### config.mk
export PLATFORM = sky130hd
export DESIGN_NAME = mem_stall_ctrl
export DESIGN_NICKNAME = d
export VERILOG_FILES = /design/src/rtl/mem_stall_ctrl_pkg.sv /design/src/rtl/mem_stall_ctrl_port_tracker.sv /design/src/rtl/mem_stall_ctrl.sv
export SDC_FILE = /design/constraint.sdc
export NUM_CORES = 1
export LEC_CHECK = 0
export BUFFER_PORTS_ARGS = -buffer_cell sky130_fd_sc_hd__clkbuf_2
export CAP_MARGIN = 5
export CORE_MARGIN = 5
export CORE_UTILIZATION = 50
export CTS_CLUSTER_SIZE = 24
export DETAILED_ROUTE_END_ITERATION = 16
export PLACE_DENSITY = 0.71
export SYNTH_ARGS = -nofsm -noshare
export SYNTH_HDL_FRONTEND = slang
export SYNTH_SLANG_ARGS = --single-unit
### constraint.sdc
create_clock -name clk -period 2.8 [get_ports clk]
set_input_delay 0.14 -clock clk [delete_from_list [all_inputs] [get_ports clk]]
set_output_delay 0.14 -clock clk [all_outputs]
set_load 0.02 [all_outputs]
### src/rtl/mem_stall_ctrl_pkg.sv


package mem_stall_ctrl_pkg;

    // How a returning response is matched against the outstanding requests.
    typedef enum logic [1:0] {
        RESP_NONE      = 2'd0,
        RESP_STALE     = 2'd1,
        RESP_LIVE      = 2'd2,
        RESP_UNMATCHED = 2'd3
    } resp_class_e;

    // Bits needed to hold 0..max_val, never less than one bit.
    function automatic int unsigned cnt_width(input int unsigned max_val);
        int unsigned w;
        w = $clog2(max_val + 1);
        return (w < 1) ? 1 : w;
    endfunction

endpackage

### src/rtl/mem_stall_ctrl_port_tracker.sv
// Tracks live and squashed (stale) requests on one memory port, the watchdog
// for that port, and its sticky protocol / timeout error flags.

module mem_port_tracker
    import mem_stall_ctrl_pkg::*;
#(
    parameter int unsigned MAX_OUTST = 2,
    parameter int unsigned TIMEOUT   = 1024
) (
    input  logic clk,
    input  logic rst,
    input  logic req,
    input  logic resp,
    input  logic flush,
    output logic req_ok,
    output logic resp_use,
    output logic port_wait,
    output logic proto_err,
    output logic timeout_err
);

    localparam int unsigned OW = cnt_width(MAX_OUTST);
    localparam int unsigned WW = cnt_width(TIMEOUT);
    localparam logic [OW-1:0] MAX_CNT = OW'(MAX_OUTST);
    localparam logic [WW-1:0] TO_CNT  = WW'(TIMEOUT);
    localparam logic          WDOG_ON = (TIMEOUT != 0);

    logic [OW-1:0] live;
    logic [OW-1:0] stale;
    logic [OW-1:0] live_nxt;
    logic [OW-1:0] stale_nxt;
    logic [WW-1:0] wait_cnt;
    logic [WW-1:0] wait_inc;
    logic          proto_hit;
    logic          wait_clear;
    resp_class_e   resp_class;

    // Classify this cycle's response against the pre-update counters; stale first.
    always_comb begin
        resp_class = RESP_NONE;
        if (resp) begin
            if (stale != '0) begin
                resp_class = RESP_STALE;
            end else if (live != '0) begin
                resp_class = RESP_LIVE;
            end else begin
                resp_class = RESP_UNMATCHED;
            end
        end
    end

    // Zero-latency status toward the pipeline.
    always_comb begin
        req_ok     = ({1'b0, live} + {1'b0, stale}) < {1'b0, MAX_CNT};
        resp_use   = (resp_class == RESP_LIVE);
        port_wait  = (live != '0) && !(resp_use && (live == OW'(1))) && !flush;
        wait_clear = !port_wait || resp_use;
        wait_inc   = wait_cnt + WW'(1);
    end

    // Next counter values: response retire, then flush, then new request.
    always_comb begin
        live_nxt  = live;
        stale_nxt = stale;
        proto_hit = 1'b0;
        case (resp_class)
            RESP_STALE:     stale_nxt = stale - OW'(1);
            RESP_LIVE:      live_nxt  = live - OW'(1);
            RESP_UNMATCHED: proto_hit = 1'b1;
            default:        ;
        endcase
        if (flush) begin
            stale_nxt = stale_nxt + live_nxt;
            live_nxt  = '0;
        end
        if (req) begin
            if (req_ok) begin
                live_nxt = live_nxt + OW'(1);
            end else begin
                proto_hit = 1'b1;
            end
        end
    end

    // Outstanding-request counters.
    always_ff @(posedge clk or posedge rst) begin
        if (rst) begin
            live  <= '0;
            stale <= '0;
        end else begin
            live  <= live_nxt;
            stale <= stale_nxt;
        end
    end

    // Sticky protocol error: unmatched response or request while full.
    always_ff @(posedge clk or posedge rst) begin
        if (rst) begin
            proto_err <= 1'b0;
        end else if (proto_hit) begin
            proto_err <= 1'b1;
        end
    end

    // Watchdog: counts consecutive waiting cycles without a live response.
    always_ff @(posedge clk or posedge rst) begin
        if (rst) begin
            wait_cnt    <= '0;
            timeout_err <= 1'b0;
        end else if (!WDOG_ON || wait_clear) begin
            wait_cnt <= '0;
        end else if (wait_cnt != TO_CNT) begin
            wait_cnt <= wait_inc;
            if (wait_inc == TO_CNT) begin
                timeout_err <= 1'b1;
            end
        end
    end

endmodule

### src/rtl/mem_stall_ctrl.sv
// Pipeline freeze controller: one tracker per memory port, global freeze and
// a saturating count of frozen cycles.

module mem_stall_ctrl #(
    parameter int unsigned NUM_PORTS = 2,
    parameter int unsigned MAX_OUTST = 2,
    parameter int unsigned TIMEOUT   = 1024,
    parameter int unsigned CNT_W     = 32
) (
    input  logic                 clk,
    input  logic                 rst,
    input  logic [NUM_PORTS-1:0] req,
    input  logic [NUM_PORTS-1:0] resp,
    input  logic [NUM_PORTS-1:0] flush,
    output logic [NUM_PORTS-1:0] req_ok,
    output logic [NUM_PORTS-1:0] resp_use,
    output logic [NUM_PORTS-1:0] port_wait,
    output logic                 freeze,
    output logic [CNT_W-1:0]     stall_cycles,
    output logic [NUM_PORTS-1:0] proto_err,
    output logic [NUM_PORTS-1:0] timeout_err
);

    // One independent tracker per memory port.
    for (genvar i = 0; i < NUM_PORTS; i++) begin : g_port
        mem_port_tracker #(
            .MAX_OUTST (MAX_OUTST),
            .TIMEOUT   (TIMEOUT)
        ) u_trk (
            .clk         (clk),
            .rst         (rst),
            .req         (req[i]),
            .resp        (resp[i]),
            .flush       (flush[i]),
            .req_ok      (req_ok[i]),
            .resp_use    (resp_use[i]),
            .port_wait   (port_wait[i]),
            .proto_err   (proto_err[i]),
            .timeout_err (timeout_err[i])
        );
    end

    // Any waiting port freezes the whole pipeline.
    always_comb begin
        freeze = |port_wait;
    end

    // Saturating count of frozen cycles.
    always_ff @(posedge clk or posedge rst) begin
        if (rst) begin
            stall_cycles <= '0;
        end else if (freeze && (stall_cycles != '1)) begin
            stall_cycles <= stall_cycles + CNT_W'(1);
        end
    end

endmodule

==> results of run 1 <==
[stage by stage]
stage               power, W  instance area [um2]
finish               0.00326                 4270
global route         0.00353                 4270
CTS                  0.00330                 4270
detailed placement   0.00258                 4100
global placement     0.00253                 4100
floorplan            0.00231                 3810
[where the power goes]
part,internal (W),total [W],switching (W)
clock,0.000361,0.000706,0.000345
sequential,0.00109,0.00125,0.000157
combinational,0.000517,0.00131,0.000795
[state kept, by name (all words and copies together), names as in the netlist]
signal                    count
g_port.u_trk.live             4
g_port.u_trk.proto_err        2
stall_cycles                 32
g_port.u_trk.timeout_err      2
g_port.u_trk.wait_cnt        22
g_port.u_trk.stale            4
[synth_stat cells (all sizes together)]
cell / number / area, um2
a311o: 1 / 10.0
nor3b: 1 / 7.51
a41o: 1 / 10.0
nand3b: 1 / 7.51
a2bb2oi: 1 / 8.76
a21oi: 7 / 35.0
a31o: 2 / 17.5
or3b: 1 / 8.76
ha: 15 / 188
or3: 2 / 12.5
nor2b: 7 / 43.8
a21o: 1 / 7.51
o22ai: 1 / 6.26
nor2: 42 / 160
and4: 6 / 52.6
a2111oi: 3 / 45.1
o31ai: 1 / 7.51
buf: 13 / 90.1
and2: 2 / 12.5
a31oi: 3 / 18.8
o311ai: 1 / 8.76
a311oi: 2 / 30.0
nand2b: 3 / 18.8
nand4: 19 / 119
and3b: 2 / 18.8
nor4b: 1 / 8.76
nand4b: 2 / 17.5
o21ai: 9 / 45.0
clkbuf: 6 / 23.8
a211o: 2 / 17.5
or2b: 1 / 7.51
xor2: 23 / 201
xnor2: 40 / 350
fa: 2 / 40.0
or2: 1 / 6.26
inv: 17 / 63.8
mux2: 2 / 22.5
nand2: 37 / 139
nor3: 17 / 85.1
nand3: 18 / 90.1
and3: 7 / 46.3
dfrtp: 66 / 1650
nor4: 5 / 52.6
[cell usage in the layout (no fill, tap or decap), types with 2 or more instances in the layout]
cell type                   synthesis  layout
sky130_fd_sc_hd__clkbuf_2           1      50
sky130_fd_sc_hd__dfrtp_1           66      66
sky130_fd_sc_hd__nand3_1           18      18
sky130_fd_sc_hd__buf_4             10       3
sky130_fd_sc_hd__nor2_1            41      41
sky130_fd_sc_hd__a211o_1            2       2
sky130_fd_sc_hd__nand4b_1           2       2
sky130_fd_sc_hd__and4_1             6       6
sky130_fd_sc_hd__and2_1             2       2
sky130_fd_sc_hd__nor4_1             3       3
sky130_fd_sc_hd__inv_1             17      16
sky130_fd_sc_hd__a31o_2             2       2
sky130_fd_sc_hd__a21oi_1            7       7
sky130_fd_sc_hd__ha_1              15      15
sky130_fd_sc_hd__nor2b_1            7       7
sky130_fd_sc_hd__xor2_1            23      23
sky130_fd_sc_hd__nand2_1           37      37
sky130_fd_sc_hd__and3_1             5       5
sky130_fd_sc_hd__nand2b_1           3       3
sky130_fd_sc_hd__or3_1              2       2
sky130_fd_sc_hd__nor3_1            17      17
sky130_fd_sc_hd__nand4_1           19      19
sky130_fd_sc_hd__xnor2_1           40      40
sky130_fd_sc_hd__o21ai_0            9       9
sky130_fd_sc_hd__a311oi_2           2       2
sky130_fd_sc_hd__and3_2             2       2
sky130_fd_sc_hd__clkbuf_8           0      11
sky130_fd_sc_hd__fa_1               2       2
sky130_fd_sc_hd__a31oi_1            3       3
sky130_fd_sc_hd__a2111oi_0          2       2
sky130_fd_sc_hd__mux2_2             2       2
sky130_fd_sc_hd__clkinv_2           0       3
[final cells by class]
| cell class | count | area (um2) | share of cell area [%] |
|---|---|---|---|
| clock buffers | 12 | 155 | 3.64 |
| clock inverters | 3 | 15.0 | 0.352 |
| inverters | 17 | 63.8 | 1.50 |
| multi-input cells | 292 | 1980 | 46.5 |
| flip-flops and latches | 66 | 1650 | 38.7 |
| well taps | 99 | 124 | 2.90 |
| repair buffers | 53 | 273 | 6.39 |
[per-layer routing]
metal / part of all wire (%) / track usage [%] / vias to the layer above
met4: 1.6 / 7.77 / 0
met5: 0 / 0 / -
met3: 5.7 / 3.02 / 12
met1: 46 / 23.4 / 1409
met2: 47 / 27.4 / 81
li1: - / - / 1448
[how the worst min path moves through the flow]
stage             start                           to  slack (ps)  cells after the start
3_3_place_gp        rst    g_port[1].u_trk.proto_err         400                      2
2_1_floorplan  flush[0]      g_port[0].u_trk.live[1]         200                      1
5_1_grt        flush[0]      g_port[0].u_trk.live[1]          80                      2
3_5_place_dp        rst  g_port[1].u_trk.wait_cnt[3]         420                      2
6_report            rst  g_port[1].u_trk.timeout_err          20                      2
4_1_cts             rst  g_port[1].u_trk.timeout_err          40                      2
[cells by family (layout without fill, tap and decap cells)]
group                      after synthesis  after routing  share of synthesized area [%]
and+or+nand+nor                        175            175                           24.0
xor gates and xnor gates                63             63                           14.5
buffers and inverters                   36             85                           4.66
adders and majority gates               17             17                           5.97
DFF                                     66             66                           43.3
muxes                                    2              2                          0.591
AOI/OAI and AO/OA                       35             35                           7.02
==> results.rst, run 1 <==
.. list-table::
   :header-rows: 1

   * - Metric
     - Value
   * - Net count reported at finish
     - between 400 and 500
   * - Synthesized cell area
     - 0.00381 mm2
   * - Post-Synthesis Net Count
     - 419
   * - Height of the chip
     - 97.3 um
   * - Setup repair after global routing missed its margin
     - false
   * - Destination of the worst register-to-register timing path
     - stall_cycles[26]
   * - Initial standard-cell utilization of the core
     - between 50% and 60%
   * - Synth-to-Final Area Change
     - 11.9%
   * - Hold bufs inserted after CTS
     - 0
   * - Fillers
     - roughly 660
   * - Setup TNS
     - 0 ps
   * - Setup crit end
     - stall_cycles[26]
   * - Hold slack final
     - ~16 ps
   * - Critical Path Start
     - g_port[0].u_trk.stale[1]
   * - Maximum buffer depth of the clock tree
     - 2
   * - Clock Latency Late Sink
     - 330 ps
   * - CTS Sinks
     - 66
   * - Fraction of final layout cells sized beyond drive strength 1
     - 18.7%
   * - TritonRoute pass-1 iters
     - 7
   * - Total number of placement rows
     - 31
   * - Final cycle utilization of the critical path
     - 80.3%
   * - Synthesized flop and latch total
     - 66
   * - Maximum ir drop on the vdd rail
     - between 500 and 600 uV
   * - Critical-path top delay cell
     - sky130_fd_sc_hd__a2111oi_4
   * - Sum of routed wire length over all layers
     - ~7.8 mm
   * - X dimension of the die
     - 97.3 um
   * - List of cells traversed by the critical path
     - inv_1, ha_1, a311oi_2, nor2_2, a2111oi_4, and4_1, xor2_1
   * - Number of cells in the design after placement
     - between 500 and 600
   * - Number of slew-limit violations in the final report
     - 0
   * - RR Startpoint
     - g_port[0].u_trk.stale[1]
   * - Via count of the first global-routing pass
     - between 2000 and 3000
   * - Total stage count of the critical path
     - 7
   * - Total number of H-tree levels
     - 3
   * - Family with the most delay on the worst path
     - compound AO/OA/AOI/OAI gates
   * - Vias after detailed routing
     - 2950
   * - Count of port buffers added during placement
     - 50
   * - Worst Path Buf+Inv
     - 1
   * - Per-instance average area after synthesis
     - 9.68 um2
   * - Sequential-to-total area share from yosys stat
     - between 40% and 50%
   * - Number of distinct standard cells referenced by the synthesized netlist
     - 51
   * - Boundary pin count
     - slightly above 50
   * - Diodes inserted
     - 0
   * - Count of endpoints failing hold in the final timing report
     - 0
   * - Clock-pin slew reported for the worst setup and hold paths after clock tree synthesis
     - roughly 70 ps
   * - Yosys warnings
     - 0
   * - Number of cell instances on the worst register-to-register path
     - 7
   * - Resized Gates After CTS
     - 0
   * - Number of antenna violations at the first check in global routing
     - 0
   * - Via density
     - 5.44
   * - Final HPWL DP
     - 5.76 mm
   * - Max_slew headroom
     - 34.2%
   * - Gate count after technology mapping
     - 394
   * - Overall global routing resource usage
     - 17.4%
   * - Max Clock Freq
     - about 440 MHz
   * - Global-route wire length before repair
     - 13.7 mm
   * - Die Outline Area
     - 0.00947 mm2
   * - Core utilization of the finished layout
     - 58.2%
   * - Gr ovfl total
     - 0
   * - Pre-CTS WS
     - 560 ps
   * - Data arrival time of the critical path
     - roughly 2500 ps
   * - Time the final worst path needs with I/O delays and setup
     - 2250 ps
   * - Final setup slack of the worst path
     - ~550 ps
   * - Slowest cell delay on critical path
     - 570 ps
   * - Core box area
     - 0.00733 mm2
   * - Post-detailed-route DRC marker count
     - 0
   * - DRT iter0 DRCs
     - 140
   * - PD cells
     - 765 mW/mm2
   * - Total setup violations reported at the end of the flow
     - 0
   * - Worst min-delay path class
     - primary input to async pin
   * - Weighted congestion at the end of routability-driven global placement
     - 0.892
   * - Highest net fanout along the worst path
     - 8
   * - Kind of end point of the critical path
     - flop
   * - Result of the run
     - finished, final reports clean
   * - Worst slew pin tran
     - 986 ps
   * - Finished Layout Cells
     - 542
   * - TritonCTS buffer count
     - 9
   * - Data required time at the worst endpoint
     - about 3100 ps
   * - Max-cap violations
     - 0
   * - Largest clock skew in the final design
     - 5.05 ps
   * - Number of nets with antenna violations after detailed routing
     - 0
   * - Static Leakage
     - 1.89 nW
   * - Root buffer selected by CTS
     - sky130_fd_sc_hd__clkbuf_8
   * - Pin count of the biggest net entering global routing
     - 48
   * - Postcts setup bufs
     - 0
   * - Clock tree from TritonCTS
     - yes
   * - Worst reg2reg setup slack
     - 550 ps
   * - WS Path Type
     - flop to flop
   * - Routed length per instance
     - 14.4 um
   * - Type of element launching the critical path
     - flop
No activity file was read; power rests on OpenSTA's default activity.
==> run 2, diff against run 1 <==
Settings changed: ABC_AREA set to 1, PLACE_DENSITY 0.71 to 0.73.
Clock period 2.8 ns to 1.9 ns, I/O delays scaled along.
==> results.rst, run 2 <==
.. list-table::
   :header-rows: 1

   * - Metric
     - Value
   * - Hold Path Depth
     - 3
   * - DRT iter0 DRCs
     - 164 (+17%)
   * - Core utilization of the finished layout
     - 59.5% (+1.3 points)
   * - RR Startpoint
     - g_port[1].u_trk.live[1]
   * - Largest clock skew in the final design
     - 6.55 ps (+1.50 ps)
   * - Routed length per instance
     - 12.3 um (-15%)
   * - Number of distinct standard cells referenced by the synthesized netlist
     - 26 (-49%)
   * - Final setup slack of the worst path
     - 88.8 ps (-464 ps)
   * - Overall global routing resource usage
     - 19.2% (+1.8 points)
   * - Most used flip-flop cell after synthesis
     - sky130_fd_sc_hd__dfrtp_1
   * - Kind of end point of the critical path
     - primary output
   * - Worst reg2reg setup slack
     - 120 ps (-430 ps)
   * - Maximum ir drop on the vdd rail
     - 872 uV (+72%)
   * - Synthesized flop and latch total
     - 66 (unchanged)
   * - Family with the most delay on the worst path
     - buffers and inverters
   * - Share of flip-flops with an asynchronous set or reset
     - 100% (unchanged)
   * - CTS Sinks
     - 66 (unchanged)
   * - Height of the chip
     - 104 um (+6.8%)
   * - Yosys warnings
     - 0 (unchanged)
   * - Result of the run
     - finished, final reports clean
   * - Weighted congestion at the end of routability-driven global placement
     - 0.912 (+2.3%)
   * - Static Leakage
     - 2.55 nW (+35%)
   * - Number of antenna violations at the first check in global routing
     - 0 (unchanged)
   * - Total setup violations reported at the end of the flow
     - 0 (unchanged)
   * - Largest reg by FF count
     - stall_cycles
   * - PD cells
     - 1040 mW/mm2 (+36%)
   * - Max_slew headroom
     - 70.2% (+36 points)
   * - Via count of the first global-routing pass
     - 3908 (+33%)
   * - Worst slew pin tran
     - 443 ps (-543 ps)
   * - Clock Latency Late Sink
     - 360 ps (+30 ps)
   * - Final cycle utilization of the critical path
     - 95.3%
   * - Die Outline Area
     - 0.0108 mm2 (+14%)
   * - Top cell types by occurrence after synthesis
     - 250 x sky130_fd_sc_hd__nand2_1, 91 x sky130_fd_sc_hd__nor2_1, 77 x sky130_fd_sc_hd__inv_1
   * - Worst Path Buf+Inv
     - 3 (+2)
   * - Maximum buffer depth of the clock tree
     - 2 (unchanged)
   * - Number of cell instances on the worst register-to-register path
     - 8 (+1)
   * - Destination of the worst register-to-register timing path
     - g_port[1].u_trk.live[1]
   * - Leading cell type in the layout, fill and taps excluded
     - sky130_fd_sc_hd__nand2_1
   * - Diodes inserted
     - 0 (unchanged)
   * - Critical-path top delay cell
     - sky130_fd_sc_hd__dfrtp_1
   * - Synthesized cell area
     - 0.00441 mm2 (+16%)
   * - Slowest cell delay on critical path
     - 410 ps (-160 ps)
   * - WS Path Type
     - flop to primary output
   * - Data required time at the worst endpoint
     - 1800 ps (-1270 ps)
   * - Number of enable-type register cells in the synthesized netlist
     - 0 (unchanged)
   * - Vias after detailed routing
     - 4025 (+36%)
   * - Largest registers ranked by flip-flop count
     - stall_cycles: 32 flops, g_port.u_trk.wait_cnt: 22 flops
   * - Data arrival time of the critical path
     - 1720 ps (-790 ps)
   * - Time the final worst path needs with I/O delays and setup
     - between 1500 and 2000 ps
   * - Count of port buffers added during placement
     - 50 (unchanged)
   * - Sum of routed wire length over all layers
     - 10.1 mm (+30%)
   * - Area share of fa/ha/maj cells after synthesis
     - 5.16% (-0.81 points)
   * - Final HPWL DP
     - 7.72 mm (+34%)
   * - Cell area after layout
     - 0.00516 mm2 (+21%)
   * - Total number of H-tree levels
     - 3 (unchanged)
   * - Boundary pin count
     - 51 (unchanged)
   * - Pre-CTS WS
     - -10.1 ps (-570 ps)
   * - Highest net fanout along the worst path
     - 3 (-5)
   * - Max-cap violations
     - 0 (unchanged)
   * - TritonCTS buffer count
     - 9 (unchanged)
   * - Gr ovfl total
     - 0 (unchanged)
   * - XOR/XNOR Fraction of Synth Area
     - 6.35% (-8.1 points)
   * - Via density
     - 4.89 (-10%)
   * - Pin count of the biggest net entering global routing
     - 67 (+40%)
   * - Setup TNS
     - 0 ps (unchanged)
   * - Worst min-delay path class
     - primary input to flop
   * - WHS Endpoint
     - g_port[0].u_trk.proto_err
   * - Total number of placement rows
     - 34 (+9.7%)
   * - Count of endpoints failing hold in the final timing report
     - 0 (unchanged)
   * - Root buffer selected by CTS
     - sky130_fd_sc_hd__clkbuf_8
   * - Global-route wire length before repair
     - 17.3 mm (+26%)
   * - Core box area
     - 0.00868 mm2 (+18%)
   * - Clock-pin slew reported for the worst setup and hold paths after clock tree synthesis
     - 80 ps (about the same)
   * - Worst Min Path Start
     - resp[0]
   * - Synth top area share
     - 37.4% (-5.9 points)
   * - Flip-flop count of the largest register after layout
     - 32 (unchanged)
   * - TritonRoute pass-1 iters
     - 4 (-3)
   * - Finished Layout Cells
     - 823 (+52%)
   * - List of cells traversed by the critical path
     - inv_1, ha_1, nor2_1, o21ai_1, nand2_2, buf_4, buf_2
   * - Initial standard-cell utilization of the core
     - 50.9% (-1.2 points)
   * - Fraction of final layout cells sized beyond drive strength 1
     - 16.4% (-2.4 points)
   * - Share of synthesized area spent on multiplexers
     - 0% (-0.59 points)
   * - Gate count after technology mapping
     - 641 (+63%)
   * - Synth-to-Final Area Change
     - 16.9%
   * - Per-instance average area after synthesis
     - 6.88 um2 (-29%)
   * - Post-synthesis compound-gate area fraction
     - 3.52% (-3.5 points)
   * - Post-detailed-route DRC marker count
     - 0 (unchanged)
   * - Dominant combinational cell family by area after synthesis
     - simple AND/OR/NAND/NOR gates
   * - Net count reported at finish
     - 735 (+58%)
   * - Sequential-to-total area share from yosys stat
     - 37.4% (-5.9 points)
   * - Type of element launching the critical path
     - flop
   * - X dimension of the die
     - 104 um (+6.8%)
   * - Max Clock Freq
     - 552 MHz
   * - Post-Synthesis Net Count
     - 666 (+59%)
   * - Number of nets with antenna violations after detailed routing
     - 0 (unchanged)
   * - Synth top area cells
     - sky130_fd_sc_hd__dfrtp_1 37%, sky130_fd_sc_hd__nand2_1 21%, sky130_fd_sc_hd__nor2_1 7.7%
   * - Number of cells in the design after placement
     - 796 (+51%)
   * - Number of slew-limit violations in the final report
     - 0 (unchanged)
   * - Cell area reported after detailed placement
     - 0.00478 mm2 (+17%)
   * - Dominant cell by count in the synthesized netlist
     - sky130_fd_sc_hd__nand2_1
   * - Commonest non-fill, non-tap cells in the layout
     - 246 x sky130_fd_sc_hd__nand2_1, 86 x sky130_fd_sc_hd__nor2_1, 71 x sky130_fd_sc_hd__inv_1, 66 x sky130_fd_sc_hd__dfrtp_1, 49 x sky130_fd_sc_hd__clkbuf_2
   * - Leading area contributor after synthesis
     - sky130_fd_sc_hd__dfrtp_1
   * - Clock tree from TritonCTS
     - yes
   * - Simple-gate share of the synthesized area
     - 37.8% (+14 points)
run 2: cell count changes after synthesis, moves of 6 or more:
cell | previous run | this run
sky130_fd_sc_hd__nand2_1 | 37 | 250
sky130_fd_sc_hd__inv_1 | 17 | 77
sky130_fd_sc_hd__xnor2_1 | 40 | 15
sky130_fd_sc_hd__nor2b_1 | 7 | 0
sky130_fd_sc_hd__and4_1 | 6 | 0
sky130_fd_sc_hd__nand4_1 | 19 | 8
sky130_fd_sc_hd__nor3_1 | 17 | 6
sky130_fd_sc_hd__o21ai_0 | 9 | 23
sky130_fd_sc_hd__xor2_1 | 23 | 17
sky130_fd_sc_hd__nand3_1 | 18 | 32
sky130_fd_sc_hd__nor2_1 | 41 | 91
run 2: timing repair:
| action | CTS | global route |
|---|---|---|
| pin swaps | 0 | 4 |
| setup buffers | 0 | 6 |
| resized for setup | 4 | 23 |
| setup endpoints to repair | 29 | 8 |
| cloned | 0 | 0 |
| hold buffers | 5 | 0 |
| endpoints found under the hold margin | 70 | 0 |
run 2: stage by stage:
stage               power [W]  hold WS [ps]
floorplan             0.00345           207
global placement      0.00380           177
detailed placement    0.00389           190
CTS                   0.00512          16.7
global route          0.00582          51.7
finish                0.00536          49.7
run 2: kinds of logic (layout without fill, tap and decap cells):
family                   Yosys count  after routing
adder cells (fa/ha/maj)           17             17
XOR/XNOR                          32             32
AO/OA/AOI/OAI                     30             30
buffers and inverters             94            168
flip-flops                        66             66
AND/OR/NAND/NOR                  402            402
run 2: worst reg2reg max path: cells and delay by family, from the launching register on:
kind	cells	cell delay (ps)
flops	1	420
buf+inv	2	230
fa+ha+maj	1	460
compound gates	1	90
simple gates	4	440
run 2: worst max-delay path by stage:
| stage | cells past startpoint | slack (ps) | end | from |
|---|---|---|---|---|
| 2_1_floorplan | 1 | 150 | g_port[0].u_trk.live[0] | rst |
| 3_3_place_gp | 9 | 90 | stall_cycles[26] | g_port[0].u_trk.stale[0] |
| 3_5_place_dp | 9 | -10 | stall_cycles[23] | g_port[0].u_trk.stale[1] |
| 4_1_cts | 12 | -4 | g_port[0].u_trk.stale[1] | g_port[0].u_trk.stale[0] |
| 5_1_grt | 12 | -10 | g_port[1].u_trk.stale[1] | g_port[1].u_trk.stale[1] |
| 6_report | 7 | 90 | freeze | g_port[1].u_trk.live[0] |
run 2: routing by layer:
metal / wire length (um) / global-route usage, %
met1: 4530 / 23.7
met2: 4780 / 32.6
met3: 619 / 4.35
met4: 172 / 7.12
met5: 0 / 0
run 2: final cells by class:
cell class	instances	area, um2
Fill cell	845	3520
Tap cell	108	135
Timing Repair Buffer	73	473
Clock inverter	7	70.1
Inverter	79	299
Multi-Input combinational cell	481	2410
Sequential cell	66	1650
Clock buffer	9	124
run 2: power breakdown:
group          internal, W  total (W)  switching, W
Combinational     0.000920    0.00242       0.00150
Clock             0.000603    0.00120      0.000598
Sequential         0.00157    0.00174      0.000169
